$ cat src/rtl/train_seq_ctrl.sv
// Purpose : training-sample sequencer; steps ROM address per sample, offers each
//           sample to the NN datapath, waits for backprop done, repeats max_epoch epochs.
// Latency : all outputs registered; sample data valid one cycle after FETCH;
//           minimum 4 cycles per sample.
// Backpressure: sample_valid and rd_en hold (addr stable) until sample_ready;
//               rd_en then stays high through WAIT until nn_done.
// Ports:
//   clk, rst_n         clock, asynchronous active-low reset
//   start, abort       rising-edge training start; synchronous abort to IDLE
//   max_epoch          epoch count, latched on start
//   sample_ready       datapath accepts the offered sample
//   nn_done            one-cycle pulse, backprop for current sample finished
//   rd_en, addr        shared ROM read enable / sample index
//   sample_valid       sample offered to datapath
//   epoch_cnt          completed epochs
//   busy, done         training in progress / finished
module train_seq_ctrl #(
  parameter int AWIDTH  = 4,
  parameter int NSAMPLE = 4,
  parameter int EPOCH_W = 16
) (
  input  logic               clk,
  input  logic               rst_n,
  input  logic               start,
  input  logic               abort,
  input  logic [EPOCH_W-1:0] max_epoch,
  input  logic               sample_ready,
  input  logic               nn_done,
  output logic               rd_en,
  output logic [AWIDTH-1:0]  addr,
  output logic               sample_valid,
  output logic [EPOCH_W-1:0] epoch_cnt,
  output logic               busy,
  output logic               done
);

  typedef enum logic [2:0] {
    S_IDLE  = 3'd0,
    S_FETCH = 3'd1,
    S_VALID = 3'd2,
    S_WAIT  = 3'd3,
    S_NEXT  = 3'd4,
    S_DONE  = 3'd5
  } state_t;

  localparam logic [AWIDTH-1:0] LAST_ADDR = AWIDTH'(NSAMPLE - 1);

  state_t               state, state_nx;
  logic                 start_d;
  logic [EPOCH_W-1:0]   max_lat, max_nx;
  logic [AWIDTH-1:0]    addr_nx;
  logic [EPOCH_W-1:0]   epoch_nx;
  logic [EPOCH_W-1:0]   epoch_inc;

  assign epoch_inc = epoch_cnt + EPOCH_W'(1);

  always_comb begin
    state_nx = state;
    addr_nx  = addr;
    epoch_nx = epoch_cnt;
    max_nx   = max_lat;
    if (abort) begin
      // epoch_cnt deliberately kept so software can see how far training got
      state_nx = S_IDLE;
      addr_nx  = '0;
    end else begin
      case (state)
        S_IDLE: begin
          if (start && !start_d) begin
            max_nx   = max_epoch;
            epoch_nx = '0;
            addr_nx  = '0;
            state_nx = (max_epoch == '0) ? S_DONE : S_FETCH;
          end
        end
        S_FETCH: state_nx = S_VALID;
        // nn_done is not looked at here: a stray pulse before acceptance is ignored
        S_VALID: if (sample_ready) state_nx = S_WAIT;
        S_WAIT:  if (nn_done) state_nx = S_NEXT;
        S_NEXT: begin
          // address/epoch advance on leaving NEXT, so addr still names the
          // finished sample while rd_en is low
          if (addr == LAST_ADDR) begin
            addr_nx  = '0;
            epoch_nx = epoch_inc;
            state_nx = (epoch_inc == max_lat) ? S_DONE : S_FETCH;
          end else begin
            addr_nx  = addr + AWIDTH'(1);
            state_nx = S_FETCH;
          end
        end
        S_DONE:  if (!start) state_nx = S_IDLE;
        default: state_nx = S_IDLE;
      endcase
    end
  end

  always_ff @(posedge clk or negedge rst_n) begin
    if (!rst_n) begin
      state        <= S_IDLE;
      start_d      <= 1'b0;
      max_lat      <= '0;
      addr         <= '0;
      epoch_cnt    <= '0;
      rd_en        <= 1'b0;
      sample_valid <= 1'b0;
      busy         <= 1'b0;
      done         <= 1'b0;
    end else begin
      state        <= state_nx;
      // start_d tracks start in every state, so a level held across DONE->IDLE
      // is never seen as a new rising edge
      start_d      <= start;
      max_lat      <= max_nx;
      addr         <= addr_nx;
      epoch_cnt    <= epoch_nx;
      // ROM tri-states when rd_en is low, so it spans FETCH through WAIT
      rd_en        <= (state_nx == S_FETCH) || (state_nx == S_VALID) ||
                      (state_nx == S_WAIT);
      sample_valid <= (state_nx == S_VALID);
      busy         <= (state_nx != S_IDLE) && (state_nx != S_DONE);
      done         <= (state_nx == S_DONE);
    end
  end

endmodule
$ cat config.mk
export PLATFORM = sky130hd
export DESIGN_NAME = train_seq_ctrl
export DESIGN_NICKNAME = d
export VERILOG_FILES = /design/src/rtl/train_seq_ctrl.sv
export SDC_FILE = /design/constraint.sdc
export NUM_CORES = 1
export LEC_CHECK = 0
export CAP_MARGIN = 40
export CORE_ASPECT_RATIO = 1.2
export CORE_MARGIN = 1
export CORE_UTILIZATION = 53
export CTS_CLUSTER_SIZE = 30
export DETAILED_ROUTE_END_ITERATION = 6
export PLACE_DENSITY = 0.81
export SLEW_MARGIN = 15
export SYNTH_ARGS = -nofsm -noshare
export SYNTH_HDL_FRONTEND = slang
export SYNTH_SLANG_ARGS = --single-unit
$ cat constraint.sdc
create_clock -name clk -period 2.8 [get_ports clk]
set_input_delay 0.28 -clock clk [delete_from_list [all_inputs] [get_ports clk]]
set_output_delay 0.28 -clock clk [all_outputs]
set_load 0.01 [all_outputs]
After elaboration in Yosys (flattened, before gate mapping)
Index checks and enable logic that the tools add are counted.
Word-level totals
  register bits: 44
  output and inout port bits: 24
  word-level logic and storage cells: 56
Cells by class
  equality and inequality tests: 15
  muxes and demuxes: 16
  bitwise logic cells: 1
  $add $sub $neg: 2
  reductions and logical operators: 13
Operators by type and width (count)
  $mux W16: 2
  $pmux W16 S2: 1
  $mux W3: 8
  $pmux W3 S6: 1
  $add A16 B1 Y16 const B: 1
  $eq A16 B16 Y1: 1
  $logic_not A16 Y1: 1
  $eq A3 B2 Y1 const B: 4
  $mux W4: 3
  $eq A3 B3 Y1 const B: 3
  $pmux W4 S2: 1
  $eq A3 B1 Y1 const B: 2
  $ne A3 B3 Y1 const B: 2
  $reduce_bool A3 Y1: 2
  $add A4 B1 Y4 const B: 1
  $eq A4 B2 Y1 const B: 1
  $ne A2 B2 Y1 const B: 2
  $reduce_and A4 Y1: 1
  $logic_not A3 Y1: 1
  $reduce_and A3 Y1: 1
  $logic_and A1 B1 Y1: 2
  $logic_or A1 B1 Y1: 2
  $reduce_and A2 Y1: 1
  $reduce_bool A2 Y1: 1
  2 further kinds: 2

Logic depth before layout (Yosys ltp)
Gate-level depths: netlist of run 1.
  depth in word-level cells: 9
  mapped depth: 9
  gate-level depth less buffers: 7

Least setup slack after synthesis of run 1
No wires, ideal clock.
  kind: reg-to-reg
  start point: register epoch_cnt[3]
  end point: register rd_en
  arrival time: 2.178 ns
  stages on the path, launching flop included: 8
  path slack: 0.498 ns
  path buffers: 1
  period minus slack after synthesis: 2.302 ns
  data required time: 2.676 ns
  cells stage by stage: dfrtp_1 buf_4 nand4_2 nor4_1 xnor2_1 nand4_1 or4_4 o31a_1
Between the ends
  cells in the longest elaborated chain, start to end: 9
RTL lines
  start: declaration: RTL line 32  | output logic [EPOCH_W-1:0] epoch_cnt,
  start signal: assignment: RTL line 116  | epoch_cnt <= epoch_nx;
  $add A16 B1 Y16 *: RTL line 55  | assign epoch_inc = epoch_cnt + EPOCH_W'(1);
  $eq A16 B16 Y1 *: RTL line 86  | state_nx = (epoch_inc == max_lat) ? S_DONE : S_FETCH;
  $mux W3 *: RTL line 86
  $mux W3 *: RTL line 83  | if (addr == LAST_ADDR) begin
  $pmux W3 S6 *: RTL line 67  | case (state)
  $mux W3 *: RTL line 62  | if (abort) begin
  $eq A3 B1 Y1 / $eq A3 B2 Y1 (equally long branches): RTL line 118  | rd_en <= (state_nx == S_FETCH) || (state_nx == S_VALID) ||
  $logic_or A1 B1 Y1: RTL line 118
  $logic_or A1 B1 Y1 *: RTL line 118
  end signal: assignment: RTL line 118
  end: declaration: RTL line 29  | output logic rd_en,
Mark *: on every way between the ends. The rest lies on a longest branch, timed or not.
A chain may end at the register's enable or synchronous reset.

Worst setup path in the final report of run 1
  start point: register epoch_cnt[5]
  end point: register rd_en
Same word-level chain as after synthesis.

==> out/metrics.csv, run 1 <==
stage,metric,value,unit
worst_setup_path,cell at the slowest stage of the critical path,nor4_1,
global_route,pin count of the biggest net entering global routing,25,
synth,post-synthesis cell count,278,
worst_setup_path,"Largest stage delay, worst path",570,ps
route,number of nets still failing antenna checks after routing,0,
route,final wirelength,6.28,mm
clock_tree,Num CTS Buffers,5,
synth,Synth async-reset ratio,1.00,
route,total number of vias,2290,
worst_setup_path,gate family responsible for the most delay along the worst path,simple AND/OR/NAND/NOR gates,
synth,Yosys reg bits,44,
place,Final HPWL DP,4.68,mm
global_route,overflow left after global routing,0,
synth,top flip-flop cell by instance count after synthesis,dfrtp_1,
clock_tree,clock root buffer,clkbuf_8,
floorplan,Die H,79.2,um
clock_tree,clock tree from TritonCTS,done,
clock_tree,clock slew at the register clock pins of the worst setup and hold paths,80,ps
route,detail-routed via count per cell,5.99,
run,number of max-cap violations,0,
clock_tree,Clock Latency Late Sink,300,ps
worst_setup_path,worst setup path class,register to register,
worst_setup_path,Bufs and invs on worst path,0,
synth,count of unique library cells instantiated by Yosys,56,
route,initial detailed-routing violation count,233,
floorplan,Row Count,27,
synth,most used standard cell by instance count after synthesis,dfrtp_1,
clock_tree,Sinks on Clock Net,44,
pwr,peak supply drop,0.000340,V
timing,Setup-failing EPs final,0,
synth,area of the mapped netlist,0.00263,mm^2
timing,headroom to the max-slew limit,0.630,
cells_and_area,Antenna Diode Count,0,
run_status,run status,completed,
cells_and_area,post-layout util,0.703,
route,router iterations before antenna repair,4,
timing,final count of pins violating max slew,0,
floorplan,Horiz. Die Dim,66.3,um
cells_and_area,"Design Area, Final",0.00328,mm^2
synth,most frequent cells after synthesis,"dfrtp_1 (44), o21ai_0 (26), nor2_1 (19)",
synth,Synth area leader,dfrtp_1,
synth,sequential fraction of the synthesis area,0.419,
synth,Post-synth EDFFs,0,
global_route,number of global-route vias before repair,2178,
worst_setup_path,data arrival time of the critical path,2710,ps
cells_and_area,ratio of cells with drive above 1 in the final layout,0.145,
synth,total nets after synthesis,302,
place,routability congestion estimate,0.907,
timing,clock skew after layout,3.11,ps
worst_setup_path,Crit Path Max Fanout,8,
floorplan,number of top-level pins,46,
timing,Final Critical Period,2520,ps
timing,Final TNS setup,0,ps
pwr,areal power density over the cells,485,mW/mm^2
clock_tree,cts repair resizes,0,
hold_path,Hold Crit Class,primary input to async pin,
global_route,first-pass GRT wire length,10.4,mm
worst_setup_path,cells traversed along the worst timing path,"nand4_2, nor4_1, xnor2_1, nand4_1, or4_4, o31a_1",
worst_setup_path,logic depth of the worst setup path including buffers,6,
pwr,leakage power,1.31,nW
place,port buffer count,45,
timing,share of the cycle needed by the critical path after routing,0.898,
timing,Highest Clock Rate,398,MHz
cells_and_area,number of nets at the end of the flow,347,
synth,fraction of synthesized cell area taken by the top area cell type,0.419,
place,"Cell Area, Placed",0.00314,mm^2
floorplan,starting utilization of the core area,0.564,
clock_tree,# H-tree levels,2,
floorplan,floorplan die area,0.00525,mm^2
global_route,Total GRT Usage,0.267,
synth,number of warnings printed during yosys synthesis,0,
floorplan,core region area,0.00466,mm^2
timing,transition at the pin with the smallest max-transition slack,550,ps
clock_tree,clock buffer depth,2,
timing,unrepaired setup endpoints after global routing,no,
global_route,initial antenna violation count,0,
synth,top post-synthesis cells by area,"dfrtp_1 (42%), mux2_2 (7.3%), xnor2_1 (5.7%)",
worst_setup_path,depth of the most critical reg-to-reg path,6,
timing,number of failing hold endpoints at the final stage,0,
route,drt wl/cell,16.4,um
worst_setup_path,sort of element at the start of the critical path,register,
synth,Mean Syn Cell Area,9.46,um^2
worst_setup_path,Critical Path End Type,register,
route,drc violations,0,
worst_setup_path,Crit path required time,2990,ps
cells_and_area,area grow syn2layout,24.7,%
==> metal layers <==
metal | share of wire | vias to the layer above | global-route usage
met4 | 0.013 | 0 | 0.0851
met2 | 0.51 | 68 | 0.456
met5 | 0 | - | 0
met3 | 0.051 | 10 | 0.0546
met1 | 0.43 | 1109 | 0.331
li1 | - | 1103 | -
==> cell usage in the layout (no fill, tap or decap), types with 2 or more instances in the layout <==
cell type / n
o21ai_1: 2
o31ai_1: 9
nor4_1: 8
nor2b_1: 5
nand2_1: 16
a22oi_1: 2
xor2_1: 2
nor3_1: 2
mux2_2: 17
dfrtp_1: 44
o21ai_0: 26
a21oi_1: 8
nor2_1: 19
a31oi_1: 5
nor2_2: 2
and2_1: 7
xnor2_1: 17
nand3_1: 12
nand2b_1: 5
nand4_1: 9
inv_1: 6
and3b_1: 2
clkbuf_8: 7
buf_4: 9
and3_1: 4
clkdlybuf4s50_1: 44
ha_1: 2
==> cells by family (layout without fill, tap and decap cells) <==
group | Yosys count | in the layout | synth area share
AOI/OAI and AO/OA | 67 | 67 | 0.163
adders and majority gates | 3 | 3 | 0.0133
muxes | 17 | 17 | 0.0728
and+or+nand+nor | 104 | 104 | 0.222
xor gates and xnor gates | 19 | 19 | 0.0633
DFF | 44 | 44 | 0.419
buffers and inverters | 24 | 70 | 0.0466
==> flip-flops by register name, summed over array words and instances (netlist names) <==
register,count
addr,4
epoch_cnt,16
sample_valid,1
done,1
start_d,1
state,3
busy,1
max_lat,16
rd_en,1
==> per-stage QoR <==
stage,std cells,worst slack [ps],power [W],hold WS [ps]
floorplan,278,498,0.000956,-15.6
global placement,372,419,0.00105,482
detailed placement,373,334,0.00107,278
CTS,382,323,0.00160,481
global route,382,133,0.00167,497
finish,382,285,0.00159,485
==> worst paths after layout <==
check,startpoint,endpoint,slack (ps)
max,epoch_cnt[5]$_DFFE_PN0P_,rd_en$_DFF_PN0_,280
min,rst_n,max_lat[5]$_DFFE_PN0P_,490
max reg2reg,epoch_cnt[5]$_DFFE_PN0P_,rd_en$_DFF_PN0_,280
min reg2reg,max_lat[6]$_DFFE_PN0P_,max_lat[6]$_DFFE_PN0P_,530
max in group asynchronous,rst_n,max_lat[11]$_DFFE_PN0P_,1820
min in group clk,start,start_d$_DFF_PN0_,490
==> area by class of cell <==
type                            instances  area [um^2]
Tap cell                               58         72.6
Inverter                                6         22.5
Clock buffer                            7         96.3
Timing Repair Buffer                   56          551
Clock inverter                          1         30.0
Multi-Input combinational cell        210         1410
Sequential cell                        44         1100
Fill cell                             373         1380
==> where the power goes <==
| group | internal [W] | total, W | switching [W] |
|---|---|---|---|
| Sequential | 0.000701 | 0.000760 | 0.0000594 |
| Combinational | 0.000169 | 0.000299 | 0.000130 |
| Clock | 0.000315 | 0.000531 | 0.000217 |
==> repair_timing <==
action,4_1_cts,5_1_grt
hold buffers,1,0
endpoints found under the hold margin,20,0
setup buffers,0,0
(Power assumes the default switching activity.)
==> inputs of run 2 (changes only) <==
--- a/config.mk
+++ b/config.mk
@@ -8,10 +8,11 @@
 export CAP_MARGIN = 40
 export CORE_ASPECT_RATIO = 1.2
 export CORE_MARGIN = 1
-export CORE_UTILIZATION = 53
+export CORE_UTILIZATION = 55
+export CTS_BUF_LIST = sky130_fd_sc_hd__clkbuf_8
 export CTS_CLUSTER_SIZE = 30
 export DETAILED_ROUTE_END_ITERATION = 6
-export PLACE_DENSITY = 0.81
+export PLACE_DENSITY = 0.84
 export SLEW_MARGIN = 15
 export SYNTH_ARGS = -nofsm -noshare
 export SYNTH_HDL_FRONTEND = slang
==> run 2 against run 1 <==
Net effect: final cell count down 0.52%; maximum frequency down 4.3%; flip-flop and latch count is the same; clock power about the same; register-to-register slack got worse by 110 ps; sequential share of layout area increased by 0.23 points; final area down 0.69%; sequential power about the same; critical path type unchanged; largest power group unchanged; highest routed layer unchanged.
==> out/metrics.csv, run 2 (synthesized netlist as in run 1, its figures left out) <==
stage,metric,value,unit
worst_setup_path,depth of the most critical reg-to-reg path,6,
floorplan,floorplan die area,0.00506,mm^2
floorplan,number of top-level pins,46,
global_route,first-pass GRT wire length,10.6,mm
global_route,pin count of the biggest net entering global routing,27,
cells_and_area,biggest regs,"epoch_cnt x16, max_lat x16, addr x4",
global_route,number of global-route vias before repair,2208,
floorplan,core region area,0.00459,mm^2
clock_tree,Num CTS Buffers,5,
floorplan,starting utilization of the core area,0.572,
timing,Highest Clock Rate,380,MHz
timing,final count of pins violating max slew,0,
worst_setup_path,gate family responsible for the most delay along the worst path,simple AND/OR/NAND/NOR gates,
clock_tree,clock buffer depth,2,
timing,transition at the pin with the smallest max-transition slack,607,ps
clock_tree,Sinks on Clock Net,44,
global_route,overflow left after global routing,0,
floorplan,Die H,77.7,um
clock_tree,clock tree from TritonCTS,done,
timing,Setup-failing EPs final,0,
timing,share of the cycle needed by the critical path after routing,0.939,
route,final wirelength,6.27,mm
worst_setup_path,logic depth of the worst setup path including buffers,6,
worst_setup_path,Critical Path End Type,register,
worst_setup_path,r2r endpoint,rd_en$_DFF_PN0_,
timing,Final TNS setup,0,ps
worst_setup_path,launch instance of the worst register-to-register path,epoch_cnt[3]$_DFFE_PN0P_,
pwr,peak supply drop,0.000290,V
place,Final HPWL DP,4.64,mm
cells_and_area,post-layout util,0.709,
timing,number of failing hold endpoints at the final stage,0,
route,total number of vias,2277,
route,router iterations before antenna repair,4,
worst_setup_path,cells traversed along the worst timing path,"nand4_2, nor4_1, xnor2_1, nand4_1, or4_4, o31a_1",
route,detail-routed via count per cell,5.99,
worst_setup_path,Crit path required time,2990,ps
worst_setup_path,Crit Path Max Fanout,11,
timing,Final Critical Period,2630,ps
cells_and_area,Antenna Diode Count,0,
cells_and_area,area grow syn2layout,23.8,%
run,number of max-cap violations,0,
worst_setup_path,Bufs and invs on worst path,0,
pwr,areal power density over the cells,489,mW/mm^2
floorplan,Horiz. Die Dim,65.1,um
clock_tree,# H-tree levels,2,
route,number of nets still failing antenna checks after routing,0,
cells_and_area,"commonest non-fill, non-tap cells in the layout","dfrtp_1 (44), clkdlybuf4s50_1 (44), o21ai_0 (26)",
hold_path,Hold Crit Class,primary input to async pin,
clock_tree,clock root buffer,clkbuf_8,
cells_and_area,ratio of cells with drive above 1 in the final layout,0.140,
cells_and_area,number of nets at the end of the flow,345,
clock_tree,number of setup buffers added after CTS,0,
route,drt wl/cell,16.5,um
place,port buffer count,45,
timing,clock skew after layout,5.75,ps
clock_tree,Clock Latency Late Sink,300,ps
worst_setup_path,"setup slack, reg-to-reg",170,ps
timing,unrepaired setup endpoints after global routing,no,
cells_and_area,fill count,384,
timing,headroom to the max-slew limit,0.591,
worst_setup_path,"Largest stage delay, worst path",610,ps
run_status,run status,completed,
floorplan,Row Count,27,
global_route,Total GRT Usage,0.275,
pwr,leakage power,1.29,nW
place,routability congestion estimate,0.935,
route,initial detailed-routing violation count,125,
worst_setup_path,cell at the slowest stage of the critical path,nor4_1,
route,drc violations,0,
worst_setup_path,sort of element at the start of the critical path,register,
global_route,initial antenna violation count,0,
worst_setup_path,data arrival time of the critical path,2820,ps
clock_tree,clock slew at the register clock pins of the worst setup and hold paths,80,ps
worst_setup_path,worst setup path class,register to register,
## run 2: cell types whose count changed in the layout (fill, tap and decap cells not counted)
cell / before / now
buf_16: 1 / 0
buf_12: 0 / 1
buf_4: 9 / 7
## run 2: report_power, final
| part | internal [W] | switching [W] | leakage (nW) |
|---|---|---|---|
| Clock | 0.000315 | 0.000218 | 0.0645 |
| Combinational | 0.000168 | 0.000131 | 0.652 |
| Sequential | 0.000701 | 0.0000587 | 0.576 |
## run 2: final cells by class
cell class | instances | area (um^2) | area share
Timing Repair Buffer | 54 | 528 | 0.162
Clock inverter | 1 | 30.0 | 0.00922
Sequential cell | 44 | 1100 | 0.338
Multi-Input combinational cell | 210 | 1410 | 0.432
Inverter | 6 | 22.5 | 0.00692
Tap cell | 58 | 72.6 | 0.0223
Clock buffer | 7 | 96.3 | 0.0296
## run 2: per-layer routing
layer | track usage | wire length (um)
met1 | 0.352 | 2580
met2 | 0.464 | 3250
met3 | 0.0574 | 350
met4 | 0.0826 | 96
met5 | 0 | 0
## run 2: how the worst max path moves through the flow
stage | from | end
after global placement | epoch_cnt[3]$_DFFE_PN0P_ | rd_en$_DFF_PN0_
final | epoch_cnt[3]$_DFFE_PN0P_ | rd_en$_DFF_PN0_
after floorplan | epoch_cnt[3]$_DFFE_PN0P_ | rd_en$_DFF_PN0_
after global routing | epoch_cnt[3]$_DFFE_PN0P_ | rd_en$_DFF_PN0_
after detailed placement | epoch_cnt[3]$_DFFE_PN0P_ | rd_en$_DFF_PN0_
after CTS | epoch_cnt[3]$_DFFE_PN0P_ | rd_en$_DFF_PN0_
## run 2: through the flow
step	std cells	worst slack [ps]	total power [W]	cell area [um^2]	hold WS, ps
floorplan	278	498	0.000956	2630	-15.6
global placement	370	397	0.00105	3100	485
detailed placement	371	280	0.00107	3120	248
CTS	380	180	0.00160	3260	463
global route	380	15.9	0.00167	3260	483
finish	380	171	0.00159	3260	454
## run 2: timing repair
action | in CTS | in global routing
gates resized for setup | 0 | 0
hold endpoints to repair | 18 | 0
hold buffers | 1 | 0
==> inputs of run 3 (changes only) <==
==> constraint.sdc (replaced) <==
create_clock -name clk -period 2.75 [get_ports clk]
set_input_delay 0.275 -clock clk [delete_from_list [all_inputs] [get_ports clk]]
set_output_delay 0.275 -clock clk [all_outputs]
set_load 0.01 [all_outputs]
==> run 3 against run 2 <==
Net effect: setup slack better by 150 ps; wire length grew 5.4%; flip-flop and latch count did not move; critical path type unchanged; maximum frequency rose by 8.1%; power is 0.75% lower; sequential power up 2%; non-clock buffer count grew 3; die area did not move; final cell count rose by 0.79%; combinational power rose by 2%.
==> out/metrics.csv, run 3 (synthesized netlist as in run 1, its figures left out) <==
stage,metric,value,unit
cells_and_area,"commonest non-fill, non-tap cells in the layout","dfrtp_1 (44), clkdlybuf4s50_1 (44), o21ai_0 (26)",
route,number of nets still failing antenna checks after routing,0,
worst_setup_path,cell at the slowest stage of the critical path,nor4_1,
pwr,Logic pwr share,0.194,
route,met1 routed wirelength after detailed routing,2.83,mm
global_route,pin count of the biggest net entering global routing,27,
route,final wirelength,6.61,mm
timing,number of failing hold endpoints at the final stage,0,
run_status,run status,completed,
floorplan,starting utilization of the core area,0.572,
worst_setup_path,worst setup path class,register to register,
floorplan,Horiz. Die Dim,65.1,um
clock_tree,# H-tree levels,2,
pwr,leakage power,1.30,nW
global_route,initial antenna violation count,0,
timing,Setup-failing EPs final,0,
timing,Highest Clock Rate,411,MHz
cells_and_area,Finished Layout Cells,383,
cells_and_area,ratio of cells with drive above 1 in the final layout,0.148,
timing,unrepaired setup endpoints after global routing,no,
worst_setup_path,"Largest stage delay, worst path",600,ps
timing,transition at the pin with the smallest max-transition slack,587,ps
worst_setup_path,Crit path required time,2940,ps
route,total number of vias,2388,
cells_and_area,"Design Area, Final",0.00326,mm^2
route,met3 layer wire length in the routed design,345,um
hold_path,Hold Crit Class,primary input to async pin,
clock_tree,clock tree from TritonCTS,done,
pwr,areal power density over the cells,484,mW/mm^2
floorplan,Row Count,27,
timing,clock skew after layout,3.76,ps
place,routability congestion estimate,0.933,
worst_setup_path,sort of element at the start of the critical path,register,
clock_tree,clock slew at the register clock pins of the worst setup and hold paths,90,ps
pwr,internal power component,0.00115,W
pwr,Switching Fraction,0.270,
route,drt wl/cell,17.3,um
worst_setup_path,cells traversed along the worst timing path,"nand3_1, nor4_1, xnor2_1, nand4_1, or4_4, o31a_1",
cells_and_area,Antenna Diode Count,0,
floorplan,floorplan die area,0.00506,mm^2
route,drc violations,0,
clock_tree,clock buffer depth,2,
worst_setup_path,launch instance of the worst register-to-register path,epoch_cnt[0]$_DFFE_PN0P_,
global_route,Total GRT Usage,0.283,
place,total placed cells including tap cells,374,
timing,final count of pins violating max slew,0,
worst_setup_path,data arrival time of the critical path,2620,ps
clock_tree,number of setup buffers added after CTS,0,
worst_setup_path,Crit Path Max Fanout,7,
place,port buffer count,45,
worst_setup_path,Bufs and invs on worst path,0,
clock_tree,Sinks on Clock Net,44,
clock_tree,clock root buffer,clkbuf_8,
route,detail-routed via count per cell,6.23,
pwr,power share of the clock group,0.317,
clock_tree,Num CTS Buffers,5,
global_route,first-pass GRT wire length,10.9,mm
run,number of max-cap violations,0,
timing,Final Critical Period,2430,ps
route,total met2 wirelength after detailed routing,3.28,mm
worst_setup_path,Critical Path End Type,register,
worst_setup_path,worst setup path start,epoch_cnt[0]$_DFFE_PN0P_,
cells_and_area,biggest regs,"epoch_cnt x16, max_lat x16, addr x4",
timing,Final TNS setup,0,ps
pwr,total design power,0.00158,W
global_route,number of global-route vias before repair,2303,
route,initial detailed-routing violation count,327,
cells_and_area,area grow syn2layout,24.1,%
pwr,switching pwr,0.000427,W
place,Final HPWL DP,4.89,mm
global_route,overflow left after global routing,0,
worst_setup_path,gate family responsible for the most delay along the worst path,simple AND/OR/NAND/NOR gates,
floorplan,core region area,0.00459,mm^2
timing,headroom to the max-slew limit,0.605,
place,"Cell Area, Placed",0.00314,mm^2
pwr,peak supply drop,0.000365,V
clock_tree,Clock Latency Late Sink,300,ps
route,top sig layer,met4,
floorplan,Die H,77.7,um
pwr,relative contribution of sequential cells to total power,0.489,
route,router iterations before antenna repair,5,
cells_and_area,number of nets at the end of the flow,348,
floorplan,number of top-level pins,46,
timing,share of the cycle needed by the critical path after routing,0.884,
## run 3: cell types whose count changed in the layout (fill, tap and decap cells not counted)
cell        before  now
clkinvlp_4       0    1
clkbuf_8         7    5
buf_4            7   10
clkinv_2         0    1
## run 3: stage by stage
stage / setup slack (ps) / hold WS (ps) / utilization
after detailed placement: 361 / 246 / 0.684
after global routing: 187 / 482 / 0.710
after CTS: 349 / 455 / 0.710
final: 319 / 447 / 0.710
after floorplan: 448 / -20.6 / -
after global placement: 418 / 473 / 0.679
## run 3: path summary, 6_finish.rpt
check                                                 end  slack, ps  cells after the start
worst max-delay path                      rd_en$_DFF_PN0_        320                      6
worst max register to register            rd_en$_DFF_PN0_        320                      6
max in group asynchronous         max_lat[10]$_DFFE_PN0P_       1810                      3
worst min-delay path            epoch_cnt[13]$_DFFE_PN0P_        450                      2
worst min register to register    max_lat[10]$_DFFE_PN0P_        540                      1
min in group clk                        start_d$_DFF_PN0_        480                      1
## run 3: worst register-to-register path, cell delays in order (launching register included)
cell     delay (ps)
dfrtp_1         450
nand3_1         210
nor4_1          600
xnor2_1         190
nand4_1         130
or4_4           450
o31a_1          290
## run 3: power groups by stage
stage	logic [W]	registers [W]	clock network (W)
4_1_cts	0.000305	0.000773	0.000504
5_1_grt	0.000334	0.000782	0.000529
2_1_floorplan	0.000208	0.000765	0
3_5_place_dp	0.000301	0.000786	0
6_report	0.000306	0.000773	0.000500
3_3_place_gp	0.000287	0.000783	0
## run 3: layout make-up
class / count / area (um^2)
Multi-Input combinational cell: 210 / 1410
Clock buffer: 5 / 68.8
Inverter: 6 / 22.5
Fill cell: 379 / 1330
Sequential cell: 44 / 1100
Timing Repair Buffer: 57 / 551
Tap cell: 58 / 72.6
Clock inverter: 3 / 42.5
## run 3: repair_timing
action / CTS / global route
gates resized for setup: 0 / 0
hold endpoints to repair: 18 / 0
hold buffers: 1 / 0
## run 3: layer usage
metal,global-route usage,vias to the layer above
li1,-,1106
met1,0.367,1166
met2,0.461,100
met3,0.0515,16
met4,0.113,0
met5,0,-
